## src/rtl/countdown_timer_if.sv

```systemverilog
// Control/status bundle between a CPU-side driver and countdown_timer.
interface countdown_timer_if #(
    parameter int unsigned DATA_WIDTH = 16
);
    logic                  en;
    logic                  load;
    logic [DATA_WIDTH-1:0] load_val;
    logic                  start;
    logic                  stop;
    logic                  auto_reload;
    logic                  irq_ack;
    logic [DATA_WIDTH-1:0] count;
    logic                  busy;
    logic                  done;
    logic                  tc;
    logic                  irq;

    modport master (
        output en, load, load_val, start, stop, auto_reload, irq_ack,
        input  count, busy, done, tc, irq
    );

    modport slave (
        input  en, load, load_val, start, stop, auto_reload, irq_ack,
        output count, busy, done, tc, irq
    );
endinterface

```

## src/rtl/countdown_timer.sv

```systemverilog
// Loadable down-counter timer with terminal-count pulse, sticky irq and optional auto-reload.
// Optional prescaler on decrement events enabled by `define TIMER_PRESCALER_EN.
module countdown_timer #(
    parameter int unsigned DATA_WIDTH   = 16,
    parameter int unsigned PRESCALE_DIV = 4
) (
    input logic             clk,
    input logic             rst_n,
    countdown_timer_if.slave bus
);

    typedef enum logic [1:0] {IDLE, RUN, DONE} state_t;

    if (PRESCALE_DIV == 0) begin : g_bad_div
        $error("PRESCALE_DIV must be >= 1");
    end

    state_t                state_q, state_nxt;
    logic [DATA_WIDTH-1:0] count_q, count_nxt;
    logic [DATA_WIDTH-1:0] reload_q, reload_nxt;
    logic                  tc_q, tc_nxt;
    logic                  irq_q, irq_nxt;
    logic                  dec_event;

`ifdef TIMER_PRESCALER_EN
    localparam int unsigned PSC_W = $clog2(PRESCALE_DIV) + 1;
    logic [PSC_W-1:0] psc_q, psc_nxt;
    logic             psc_wrap;

    assign psc_wrap  = (psc_q == PSC_W'(PRESCALE_DIV - 1));
    assign dec_event = bus.en && psc_wrap;
`else
    assign dec_event = bus.en;
`endif

    // State and datapath registers; reset is active-high despite the name.
    always_ff @(posedge clk or posedge rst_n) begin
        if (rst_n) begin
            state_q  <= IDLE;
            count_q  <= '0;
            reload_q <= '0;
            tc_q     <= 1'b0;
            irq_q    <= 1'b0;
`ifdef TIMER_PRESCALER_EN
            psc_q    <= '0;
`endif
        end else begin
            state_q  <= state_nxt;
            count_q  <= count_nxt;
            reload_q <= reload_nxt;
            tc_q     <= tc_nxt;
            irq_q    <= irq_nxt;
`ifdef TIMER_PRESCALER_EN
            psc_q    <= psc_nxt;
`endif
        end
    end

    // Next-state: load beats stop beats start; stop also wins over a decrement.
    always_comb begin
        state_nxt  = state_q;
        count_nxt  = count_q;
        reload_nxt = reload_q;
        tc_nxt     = 1'b0;
        irq_nxt    = irq_q & ~bus.irq_ack;
`ifdef TIMER_PRESCALER_EN
        psc_nxt    = psc_q;
`endif

        if (bus.load) begin
            count_nxt  = bus.load_val;
            reload_nxt = bus.load_val;
            state_nxt  = IDLE;
`ifdef TIMER_PRESCALER_EN
            psc_nxt    = '0;
`endif
        end else begin
            unique case (state_q)
                IDLE: begin
                    if (!bus.stop && bus.start && count_q != '0) begin
                        state_nxt = RUN;
`ifdef TIMER_PRESCALER_EN
                        psc_nxt   = '0;
`endif
                    end
                end
                RUN: begin
                    if (bus.stop) begin
                        state_nxt = IDLE;
                    end else begin
`ifdef TIMER_PRESCALER_EN
                        if (bus.en) psc_nxt = psc_wrap ? '0 : psc_q + PSC_W'(1);
`endif
                        if (dec_event) begin
                            if (count_q > DATA_WIDTH'(1)) begin
                                count_nxt = count_q - DATA_WIDTH'(1);
                            end else if (count_q == DATA_WIDTH'(1)) begin
                                tc_nxt  = 1'b1;
                                irq_nxt = 1'b1;
                                if (bus.auto_reload && reload_q != '0) begin
                                    count_nxt = reload_q;
                                end else begin
                                    count_nxt = '0;
                                    state_nxt = DONE;
                                end
                            end
                        end
                    end
                end
                DONE: begin
                    if (!bus.stop && bus.start && reload_q != '0) begin
                        count_nxt = reload_q;
                        state_nxt = RUN;
`ifdef TIMER_PRESCALER_EN
                        psc_nxt   = '0;
`endif
                    end
                end
                default: state_nxt = IDLE;
            endcase
        end
    end

    assign bus.count = count_q;
    assign bus.busy  = (state_q == RUN);
    assign bus.done  = (state_q == DONE);
    assign bus.tc    = tc_q;
    assign bus.irq   = irq_q;

endmodule

```

## src/flat_wrapper.sv

```systemverilog
// flat-port wrapper written by rule: the top's interface ports become plain ports
module countdown_timer_flat 
#(
    parameter int unsigned DATA_WIDTH   = 16,
    parameter int unsigned PRESCALE_DIV = 4
)
  (clk, rst_n, bus_en, bus_load, bus_load_val, bus_start, bus_stop, bus_auto_reload, bus_irq_ack, bus_count, bus_busy, bus_done, bus_tc, bus_irq);
  countdown_timer_if #(.DATA_WIDTH(DATA_WIDTH)) bus_i ();
  input logic clk;
  input logic rst_n;
  input wire logic [$bits(bus_i.en)-1:0] bus_en;
  input wire logic [$bits(bus_i.load)-1:0] bus_load;
  input wire logic [$bits(bus_i.load_val)-1:0] bus_load_val;
  input wire logic [$bits(bus_i.start)-1:0] bus_start;
  input wire logic [$bits(bus_i.stop)-1:0] bus_stop;
  input wire logic [$bits(bus_i.auto_reload)-1:0] bus_auto_reload;
  input wire logic [$bits(bus_i.irq_ack)-1:0] bus_irq_ack;
  output wire logic [$bits(bus_i.count)-1:0] bus_count;
  output wire logic [$bits(bus_i.busy)-1:0] bus_busy;
  output wire logic [$bits(bus_i.done)-1:0] bus_done;
  output wire logic [$bits(bus_i.tc)-1:0] bus_tc;
  output wire logic [$bits(bus_i.irq)-1:0] bus_irq;
  assign bus_i.en = bus_en;
  assign bus_i.load = bus_load;
  assign bus_i.load_val = bus_load_val;
  assign bus_i.start = bus_start;
  assign bus_i.stop = bus_stop;
  assign bus_i.auto_reload = bus_auto_reload;
  assign bus_i.irq_ack = bus_irq_ack;
  assign bus_count = bus_i.count;
  assign bus_busy = bus_i.busy;
  assign bus_done = bus_i.done;
  assign bus_tc = bus_i.tc;
  assign bus_irq = bus_i.irq;
  countdown_timer #(.DATA_WIDTH(DATA_WIDTH), .PRESCALE_DIV(PRESCALE_DIV)) u_core (.clk(clk), .rst_n(rst_n), .bus(bus_i));
endmodule
```

## config.mk

```make
export PLATFORM = sky130hd
export DESIGN_NAME = countdown_timer_flat
export DESIGN_NICKNAME = d
export VERILOG_FILES = /design/src/rtl/countdown_timer_if.sv /design/src/rtl/countdown_timer.sv /design/src/flat_wrapper.sv
export SDC_FILE = /design/constraint.sdc
export NUM_CORES = 1
export LEC_CHECK = 0
export ABC_AREA = 0
export ABC_CLOCK_PERIOD_IN_PS = 2360
export BUFFER_PORTS_ARGS = -buffer_cell sky130_fd_sc_hd__buf_2
export CAP_MARGIN = 20
export CORE_ASPECT_RATIO = 0.75
export CORE_UTILIZATION = 35
export CTS_CLUSTER_SIZE = 16
export DETAILED_ROUTE_END_ITERATION = 10
export SETUP_SLACK_MARGIN = 0.3
export SYNTH_ARGS = -nofsm -noshare
export SYNTH_HDL_FRONTEND = slang
export SYNTH_SLANG_ARGS = --single-unit
```

## constraint.sdc

```tcl
create_clock -name clk -period 2.36 [get_ports clk]
set_input_delay 0.354 -clock clk [delete_from_list [all_inputs] [get_ports clk]]
set_output_delay 0.354 -clock clk [all_outputs]
set_load 0.005 [all_outputs]
```

Yosys cells after proc, flatten, opt, wreduce, memory -nomap -nowiden
Index checks and enable logic that the tools add are counted.
{ "word_totals": {"inputBits": 24, "regBits": 36} }
{ "classes": {"bitwise_logic": 2, "muxes": 29, "order_cmp": 1, "eq_ne": 12, "n_reduce_logical": 11, "n_addsub": 1} }
{ "op_table": {"columns": ["cell", "n"], "rows": [
  ["2-to-1 mux 16 bit", 7],
  ["one-hot mux 16 bit (2 select lines)", 1],
  ["nonzero test 16 bit", 2],
  ["equality test 16 x 1 -> 1 bit, second input constant", 1],
  ["> comparator 16 x 1 -> 1 bit, second input constant", 1],
  ["2-to-1 mux 2 bit", 8],
  ["subtractor 16 x 1 -> 16 bit, second input constant", 1],
  ["2-to-1 mux 1 bit", 12],
  ["inequality test 4 bit, second input constant", 3],
  ["inequality test 3 x 2 -> 1 bit, second input constant", 2],
  ["inequality test 3 bit, second input constant", 2],
  ["one-hot mux 2 bit (3 select lines)", 1],
  ["AND reduction 6 bit", 1],
  ["AND reduction 5 bit", 1],
  ["logical AND 1 bit", 4],
  ["inequality test 4 x 2 -> 1 bit, second input constant", 1],
  ["inequality test 4 x 3 -> 1 bit, second input constant", 1],
  ["nonzero test 3 bit", 1],
  ["equality test 2 x 1 -> 1 bit, second input constant", 1],
  ["equality test 2 bit, second input constant", 1],
  ["zero test 2 bit", 1],
  ["bitwise AND 1 bit", 1],
  ["zero test 1 bit", 1],
  ["inverter 1 bit", 1]
]} }

Longest topological paths before layout
{ "depth": {"word_depth": 9, "mapped_depth": 9} }

Worst setup path after synthesis
No wires, ideal clock.
{ "synth_path": {"kind": "reg2reg", "startpoint": "register u_core.count_q[8], in the netlist u_core.bus.count[8]", "endpoint": "register u_core.count_q[7], in the netlist u_core.bus.count[7]", "t_required_ns": 2.234, "stages_incl_launch_ff": 9, "t_arrival_ns": 2.421, "setup_ns": 0.126, "setup_slack_ns": -0.187, "path_cell_list": "dfrtp_1 > or4_1 > buf_2 > or4_4 > buf_6 > o211ai_1 > nor3_1 > a221oi_2 > o2bb2ai_1"} }
{ "synth_via": {"elab_chain_len": 6, "word_cells_on_any_way": 9, "cone_classes": "order compare (1); eq/ne (2); mux (5); reduce/logical (1)"} }
{ "synth_lines": {"columns": ["element", "line", "text"], "rows": [
  ["from (decl)", "countdown_timer.sv:19", "logic [DATA_WIDTH-1:0] count_q, count_nxt;"],
  ["from (signal assigned)", "countdown_timer.sv:49", "count_q <= count_nxt;"],
  ["> comparator 16 x 1 -> 1 bit", "countdown_timer.sv:95", "if (count_q > DATA_WIDTH'(1)) begin"],
  ["2-to-1 mux 16 bit", "countdown_timer.sv:95", null],
  ["2-to-1 mux 16 bit", "countdown_timer.sv:94", "if (dec_event) begin"],
  ["2-to-1 mux 16 bit", "countdown_timer.sv:88", "if (bus.stop) begin"],
  ["one-hot mux 16 bit (2 select lines)", "countdown_timer.sv:78", "unique case (state_q)"],
  ["2-to-1 mux 16 bit", "countdown_timer.sv:70", "if (bus.load) begin"]
]} }
Parallel ways exist; a longest one is shown, timed or not. The select of a mux whose other input is x is not followed.
A chain may end at the register's enable or synchronous reset.

Worst setup path after layout
{ "layout_path": {"startpoint": "register u_core.count_q[15], in the netlist u_core.bus.count[15]", "endpoint": "register u_core.count_q[7], in the netlist u_core.bus.count[7]"} }
The elaborated chain is that of the path after synthesis.

==> qor.yml <==
critical_path:
  crit_type: "flop to flop"
  cp-start-kind: "flop"
  arrival_ns: 2.69
  cp_top_family: "simple AND/OR/NAND/NOR gates"
  cp_max_fo: 5
  crit_buf_inv: 1
  crit_chain: "or4_4 -> or4_4 -> o21ai_4 -> a32oi_4 -> buf_6 -> o22ai_2 -> o2bb2ai_1"
  crit_required_ns: 2.58
  rr_worst_depth: 7
  slowest_stage: "or4_4"
  max_stage_delay_ns: 0.60
  cp-end-kind: "flop"
  path_common_cell: "or4_4"
  path_depth: 7
final_layout:
  fin_nets: 338
  stdcell_count: 390
  drive_gt1_frac: 0.4071
  diodes: 0
  final_area_sq_um: 2949
  area_growth_pct: 36.96
  fill_cells: 575
clocking:
  clk_latency_ns: 0.29
  clock-sinks: 36
  cts_buffer_depth: 2
  cts_tree: "yes"
  root_buffer: "clkbuf_8"
  cts_inserted_buffers: 5
  clkTransAtPathRegs_ns: 0.08
  cts-htree-levels: 2
timing:
  worst_slew_pin_slew_ns: 0.5742
  fin_skew_ns: 0.01058
  fin_crit_ns: 2.468
  rsz0062_at_grt: "true"
  drv_slew: 0
  fin_crit_sh: 1.046
  holdWs_ns: 0.1484
  maxSlewHeadroom: 0.6137
  fmax_mhz: 405.2
  finalSetupViolCount: 16
  timing.final.ws_setup_ns: -0.1082
  hold_violations: 0
synth:
  syn_area_sq_um: 2153
  yosysSeqAreaShare: 0.4184
  synth_top_area_cell: "dfrtp_1"
  synth_edf_count: 0
  synth_top_area_frac: 0.4184
  synth_seq_cells: 36
  yosys-top-cells-count: "36 x dfrtp_1, 21 x o21ai_0, 19 x inv_1"
  synth_cells: 233
  ys.flop_type: "dfrtp_1"
  synth_most_common_cell: "dfrtp_1"
  ys_warn_count: 0
  yosys-top-cells-area: "dfrtp_1 42%, o21ai_0 4.9%, a211oi_1 3.5%"
  syn_area_per_cell_sq_um: 9.242
  synth_nets: 260
  synth_async_sr_flop_share: 1.000
  yosysUniqueCellTypes: 44
grt:
  track_usage: 0.2046
  grt_pass1_wl_um: 10310
  grt_pass1_vias: 2055
  grt_max_degree: 37
  antenna_found_initial: 0
  overflow: 0
die:
  ios: 44
  coreArea_sq_um: 5886
  start_util: 0.3659
  die_w_um: 92.57
  rows: 24
  fp.dieH_um: 69.93
  die-area_sq_um: 6473
power_and_ir_drop:
  p_leak_nw: 1.328
  power_density_nw_per_um2: 556.9
  vdd_drop_max_mv: 0.2989
outcome:
  run_status: "complete, but fails checks"
  violations: "setup timing"
drt:
  antenna_left: 0
  vias: 2087
  dr.pass1.iters: 4
  wl_um: 6297
  wl_per_cell_um: 16.15
  via_per_inst: 5.351
  drtIter0Drc: 123
  drc: 0
place:
  io_buffers: 43
  dp.cells: 375
  place_area_sq_um: 2664
  place_congestion: 0.8570
  dp_hpwl_um: 4534
  place_ws_ns: -0.2284
run:
  cap_violations: 0
min_path:
  hp-class: "input port to async pin"
-- kinds of logic after synthesis --
family,count (synthesis),share of synthesized area
AOI/OAI and AO/OA,72,0.2458
and+or+nand+nor,76,0.1883
muxes,4,0.02092
DFF,36,0.4184
buffers and inverters,33,0.07263
adders and majority gates,3,0.01743
xor gates and xnor gates,9,0.03661
-- layout by cell type, fill, tap and decap left out, types with 3 or more instances in the layout --
master	count
nor4_1	10
o2bb2ai_1	3
nor3_1	7
a21oi_1	4
ha_1	3
o21ai_0	11
buf_6	8
mux2_2	4
buf_2	43
xnor2_1	7
nor2_1	16
o21ai_1	19
nor2b_1	3
nand2_1	12
dfrtp_1	36
a211oi_1	9
inv_1	19
nand3_1	3
clkbuf_8	5
or4_4	5
a221oi_2	3
buf_4	34
-- final cells by class --
class,count,area [sq um],share of cell area
clock buffers,7,76.32,0.02588
clock inverters,1,8.758,0.002970
inverters,19,71.32,0.02418
multi-input cells,164,1234,0.4183
flip-flops and latches,36,900.9,0.3055
well taps,78,97.59,0.03309
repair buffers,85,560.5,0.1901
-- metal layers --
metal  vias to the layer above  track usage  share of wire
met3                         8      0.05229          0.061
met5                         -            0              0
met2                        63       0.3029           0.44
met1                      1001       0.2989           0.49
li1                       1015            -              -
met4                         0      0.04688         0.0079
-- worst paths after layout --
path	to	slack [ns]	start
worst max-delay path	u_core.bus.count[7]	-0.11	u_core.bus.count[15]
worst min-delay path	u_core.reload_q[10]	0.15	rst_n
worst max register to register	u_core.bus.count[7]	-0.11	u_core.bus.count[15]
worst min register to register	u_core.reload_q[3]	0.52	u_core.reload_q[3]
max in group asynchronous	u_core.state_q[1]	1.87	rst_n
min in group clk	u_core.bus.irq	0.26	bus_irq_ack
-- per-stage QoR --
| step | power (mW) | util | setup TNS [ns] |
|---|---|---|---|
| floorplan | 0.9591 | - | -1.990 |
| global placement | 1.149 | 0.4526 | -1.820 |
| detailed placement | 1.154 | 0.4526 | -3.019 |
| CTS | 1.627 | 0.4894 | -0.9928 |
| global route | 1.732 | 0.5011 | -2.348 |
| finish | 1.642 | 0.5011 | -1.291 |
-- worst register-to-register path, cell delays in order, from the launching register on --
cell and delay [ns]:
dfrtp_1 0.38, or4_4 0.57, or4_4 0.60, o21ai_4 0.20, a32oi_4 0.19, buf_6 0.18, o22ai_2 0.14, o2bb2ai_1 0.13
-- registers in the layout, indices dropped and copies added (netlist names) --
| signal | flops |
|---|---|
| u_core.bus.tc | 1 |
| u_core.reload_q | 16 |
| u_core.bus.count | 16 |
| u_core.bus.irq | 1 |
| u_core.state_q | 2 |
-- repair_timing --
action,4_1_cts,5_1_grt
pin swaps,11,10
hold buffers,0,0
buffers inserted,6,1
resized for setup,24,15
endpoints found under the hold margin,0,0
cloned,0,0
setup endpoints to repair,20,20
-- power by group --
group	switching [mW]	internal [mW]	total, mW
sequential	0.0468	0.678	0.725
combinational	0.251	0.224	0.475
clock	0.232	0.211	0.443
total	0.529	1.11	1.64
Power figures use the tool's default switching activity.
